<file path="config.mk">
export PLATFORM = sky130hd
export DESIGN_NAME = sampler_trigger_ctrl
export DESIGN_NICKNAME = d
export VERILOG_FILES = /design/src/rtl/sampler_trigger_ctrl.sv
export SDC_FILE = /design/constraint.sdc
export NUM_CORES = 1
export LEC_CHECK = 0
export BUFFER_PORTS_ARGS = -buffer_cell sky130_fd_sc_hd__buf_2
export CAP_MARGIN = 20
export CORE_MARGIN = 2
export CORE_UTILIZATION = 48
export DETAILED_ROUTE_END_ITERATION = 10
export PLACE_DENSITY = 0.88
export SYNTH_ARGS = -nofsm -noshare
export SYNTH_HDL_FRONTEND = slang
export SYNTH_SLANG_ARGS = --single-unit
</file>
<file path="constraint.sdc">
create_clock -name clk -period 2.1 [get_ports clk]
set_input_delay 0.105 -clock clk [delete_from_list [all_inputs] [get_ports clk]]
set_output_delay 0.105 -clock clk [all_outputs]
set_load 0.005 [all_outputs]
</file>
<file path="src/rtl/sampler_trigger_ctrl.sv">
// rtl/sampler_trigger_ctrl.sv - arm/trigger/delay/capture sequencer for one sampler buffer
module sampler_trigger_ctrl #(
  parameter int width     = 32,
  parameter int delayBits = 16,
  parameter int countBits = 16
) (
  input  logic                 clk,
  input  logic                 reset,
  input  logic                 arm,
  input  logic                 abort,
  input  logic [width-1:0]     trig_mask,
  input  logic [width-1:0]     trig_value,
  input  logic                 trig_edge,
  input  logic [delayBits-1:0] trig_delay,
  input  logic [width-1:0]     in,
  input  logic                 w_done,
  output logic                 w_reset_n,
  output logic                 busy,
  output logic                 done,
  output logic                 done_pulse,
  output logic [countBits-1:0] capture_count,
  output logic [31:0]          wait_cycles
);

  typedef enum logic [2:0] {
    S_IDLE    = 3'd0,
    S_ARMED   = 3'd1,
    S_DELAY   = 3'd2,
    S_CAPTURE = 3'd3,
    S_DONE    = 3'd4
  } state_t;

  state_t               r_state;
  logic [width-1:0]     r_mask_q;
  logic [width-1:0]     r_value_q;
  logic                 r_edge_q;
  logic [delayBits-1:0] r_delay_q;
  logic [delayBits-1:0] r_cnt;
  logic                 r_prev_match;

  logic w_match;
  logic w_fire;

  // Masked compare of the live word; an all-zero mask matches every word.
  // Edge mode fires only when the match appears, not while it persists.
  assign w_match = (((in ^ r_value_q) & r_mask_q) == '0);
  assign w_fire  = r_edge_q ? (w_match & ~r_prev_match) : w_match;

  // Sequencer state, latched trigger config and all registered outputs.
  always_ff @(posedge clk) begin
    if (reset) begin
      r_state       <= S_IDLE;
      r_mask_q      <= '0;
      r_value_q     <= '0;
      r_edge_q      <= 1'b0;
      r_delay_q     <= '0;
      r_cnt         <= '0;
      r_prev_match  <= 1'b0;
      w_reset_n     <= 1'b0;
      busy          <= 1'b0;
      done          <= 1'b0;
      done_pulse    <= 1'b0;
      capture_count <= '0;
      wait_cycles   <= '0;
    end else begin
      done_pulse <= 1'b0;
      if (abort) begin
        // Abort wins over arm, fire and w_done; it is a no-op when idle
        // but still suppresses a coincident arm.
        if (r_state != S_IDLE) begin
          r_state   <= S_IDLE;
          w_reset_n <= 1'b0;
          busy      <= 1'b0;
          done      <= 1'b0;
        end
      end else begin
        case (r_state)
          S_IDLE, S_DONE: begin
            // From DONE the buffer stays frozen until a new arm arrives.
            if (arm) begin
              r_mask_q     <= trig_mask;
              r_value_q    <= trig_value;
              r_edge_q     <= trig_edge;
              r_delay_q    <= trig_delay;
              r_prev_match <= 1'b1;
              wait_cycles  <= '0;
              r_state      <= S_ARMED;
              w_reset_n    <= 1'b0;
              busy         <= 1'b1;
              done         <= 1'b0;
            end
          end
          S_ARMED: begin
            if (wait_cycles != 32'hFFFF_FFFF) begin
              wait_cycles <= wait_cycles + 32'd1;
            end
            r_prev_match <= w_match;
            if (w_fire) begin
              if (r_delay_q == '0) begin
                r_state   <= S_CAPTURE;
                w_reset_n <= 1'b1;
              end else begin
                r_cnt   <= r_delay_q;
                r_state <= S_DELAY;
              end
            end
          end
          S_DELAY: begin
            // Loaded with delay_q, leaving at 1 gives exactly delay_q cycles here.
            r_cnt <= r_cnt - delayBits'(1);
            if (r_cnt == delayBits'(1)) begin
              r_state   <= S_CAPTURE;
              w_reset_n <= 1'b1;
            end
          end
          S_CAPTURE: begin
            if (w_done) begin
              r_state       <= S_DONE;
              done_pulse    <= 1'b1;
              capture_count <= capture_count + countBits'(1);
              busy          <= 1'b0;
              done          <= 1'b1;
            end
          end
          default: begin
            r_state   <= S_IDLE;
            w_reset_n <= 1'b0;
            busy      <= 1'b0;
            done      <= 1'b0;
          end
        endcase
      end
    end
  end

endmodule

</file>
==> results.toml <==
[status]
status = "finished clean"

[synthesis]
synth_fp_nets = 990
postSynth.topFlopCell = "dfxtp_1"
syn_area_per_cell_um2 = 7.99
async_reset_ff_share_pct = 0
synthDistinctLibCells = 53
ys_seq_area_share_pct = 44.2
synth_seq_cells = 153
yosys_warnings = 0
synth_edf_count = 0
synth_area_mm2 = 0.00693
synthCells = 868

[job]
drv_cap = 0

[final_layout]
final_cell_mix = "nand2_1, buf_2, dfxtp_1"
drive_gt1_share_pct = 23.6
layout.cells.non_filler = 1325
final_util_pct = 68.9
nNetsFinal = 1254
syn_to_final_growth_pct = 39.1
nFillCells = 1035
layout_commonest_cell = "nand2_1"

[power]
p_sw_share_pct = 29.9
clkPwrFrac_pct = 37.1
leakagePower_nw = 3.98
internal_power_w = 0.00571
power_frac_seq_pct = 40.1
power_frac_comb_pct = 22.8
peakVddDrop_v = 0.000568
p_per_area_mw_per_mm2 = 845
p_sw_w = 0.00244

[clock_tree]
numCtsBuffers = 17
clock-root-buffer = "clkbuf_16"
clkTransAtPathRegs_ns = 0.06
clock_latency_ns = 0.43
cts_tree = "built"
htree_levels = 4
cts_sinks = 153
clock_path_buffers = 2

[critical_path]
reg2reg_slack_ns = 0.06
cp_top_family = "simple AND/OR/NAND/NOR gates"
critPathLaunchType = "flop"
cp_max_fo = 4
cpPeakStageDelay_ns = 0.45
cp_slowest_cell = "or4_4"
required_ns = 2.42
worstPathCellList = "or3_1 > or4_4 > nor3_4 > o21ai_4 > a21o_4 > a2111oi_4"
end_kind = "flop"
arrival_ns = 2.36
crit_buf_inv = 0
critPathKind = "flop to flop"

[floorplanning]
coreArea_mm2 = 0.0140
die_h_um = 124
die-area_mm2 = 0.0154
start_util_pct = 49.6
rows = 43
ios = 170
fp.dieW_um = 124

[timing]
whs_ns = 0.0265
rsz0062_at_grt = "true"
slew_headroom_pct = 62.5
worst-slew-pin-transition_ns = 0.563
finalHoldViolCount = 0
period_share_pct = 97.2
worst_slack_ns = 0.0584
fin_crit_ns = 2.04
skew_ns = 0.00930
finalMaxSlewViolations = 0
max_freq_mhz = 490
finalSetupViolCount = 0

[global_route]
antenna_found_initial = 2
first_global_vias = 7241
grt_max_degree = 83
grt_overflow = 0
grt_pass1_wl_um = 34600
grtUsageTotal_pct = 28.9

[place]
port_buffers = 169
gp_congestion = 0.928
place_ws_ns = 0.0452
dp_hpwl_um = 13200
place_inst = 1208

[detailed_routing]
ant_nets = 0
vias = 7424
avgViaCountPerCell = 5.60
wire_per_inst_um = 16.7
drtIter0Drc = 469
firstDrtPassIters = 5
drc = 0
routed_wl_um = 22100

[min_path]
min_path_type = "input pin to flop"
[cells by family after synthesis]
| family | synth area share (%) |
|---|---|
| AO/OA/AOI/OAI | 15.3 |
| XOR/XNOR | 9.22 |
| adder cells (fa/ha/maj) | 0.722 |
| buffers and inverters | 3.01 |
| flip-flops | 44.2 |
| multiplexers | 0.596 |
| AND/OR/NAND/NOR | 27.0 |
[path summary, 6_finish.rpt]
| check | startpoint | endpoint | cells after the start |
|---|---|---|---|
| worst max-delay path | r_cnt[9] | r_state[1] | 6 |
| worst min-delay path | reset | r_delay_q[2] | 2 |
| worst max register to register | r_cnt[9] | r_state[1] | 6 |
| worst min register to register | r_mask_q[14] | r_mask_q[14] | 2 |
[worst register-to-register path, cell delays in order, from the launching register on]
cell	delay [ns]
dfxtp_1	0.31
or3_1	0.38
or4_4	0.45
nor3_4	0.16
o21ai_4	0.09
a21o_4	0.22
a2111oi_4	0.34
[per-layer routing]
layer / GRT usage (%) / routed length, µm / vias up / part of all wire, %
li1: - / - / 3515 / -
met1: 32.0 / 8340 / 3457 / 38
met2: 50.7 / 11200 / 366 / 51
met3: 7.14 / 1610 / 86 / 7.3
met4: 15.5 / 913 / 0 / 4.1
met5: 0 / 0 / - / 0
[per-stage QoR]
stage	power (W)	instance area, µm²	TNS (ns)
final	0.00815	9640	0
after global routing	0.00848	9640	-0.429
after CTS	0.00803	9530	0
after detailed placement	0.00492	8140	0
after global placement	0.00488	8140	0
after floorplan	0.00435	6930	0
[synth_stat cells, types with 2 or more instances]
cell type,count,area share [%]
a211oi_2,2,0.36
nand2b_1,6,0.54
o21ai_0,8,0.58
nor3b_1,4,0.43
and4_1,5,0.63
ha_1,4,0.72
mux2i_1,3,0.43
a221oi_1,4,0.51
inv_1,9,0.49
buf_2,2,0.14
nand3b_1,2,0.22
nand3_1,25,1.8
o31ai_1,7,0.76
nor2b_1,3,0.27
xnor2_1,18,2.3
nor4_1,6,0.54
nor3_1,19,1.4
and2_1,2,0.18
dfxtp_1,153,44
o21ai_1,9,0.65
or3_1,9,0.81
nand2_1,198,11
nand4_1,21,1.9
a22o_1,2,0.25
nor3b_2,2,0.36
nor2_1,76,4.1
o22ai_1,4,0.36
and3_1,7,0.63
nor3_2,3,0.43
or4b_1,2,0.29
a22oi_1,26,2.8
a21oi_1,106,7.7
xor2_1,55,6.9
nand4b_1,5,0.63
clkbuf_1,43,2.3
[registers in the layout (all words and copies together) (netlist names)]
signal	flops
r_mask_q	32
r_value_q	32
wait_cycles	32
capture_count	16
r_cnt	16
r_delay_q	16
r_state	3
busy	1
done	1
done_pulse	1
r_edge_q	1
r_prev_match	1
w_reset_n	1
[power by group through the flow]
stage / Clock [W] / Sequential, W / Combinational [W]
after CTS: 0.00303 / 0.00325 / 0.00174
after floorplan: 0 / 0.00327 / 0.00108
after global placement: 0 / 0.00330 / 0.00158
final: 0.00302 / 0.00327 / 0.00186
after global routing: 0.00316 / 0.00328 / 0.00204
after detailed placement: 0 / 0.00331 / 0.00161
[repair_timing]
action                                  in CTS  in global routing
pin swaps                                    0                  8
endpoints found under the setup margin       3                 23
resized for setup                            1                 17
hold buffers                                81                  0
buffers inserted                             0                  4
endpoints found under the hold margin       81                  0
[area by class of cell]
class,instances,area (µm²),area share (%)
clock inverter,10,119,1.23
timing repair buffer,290,1980,20.6
inverter,10,37.5,0.389
antenna,2,5.00,0.0519
tap,180,225,2.34
clock buffer,20,457,4.74
multi-input combinational,660,3750,38.9
sequential,153,3070,31.8
(Power assumes the default switching activity.)
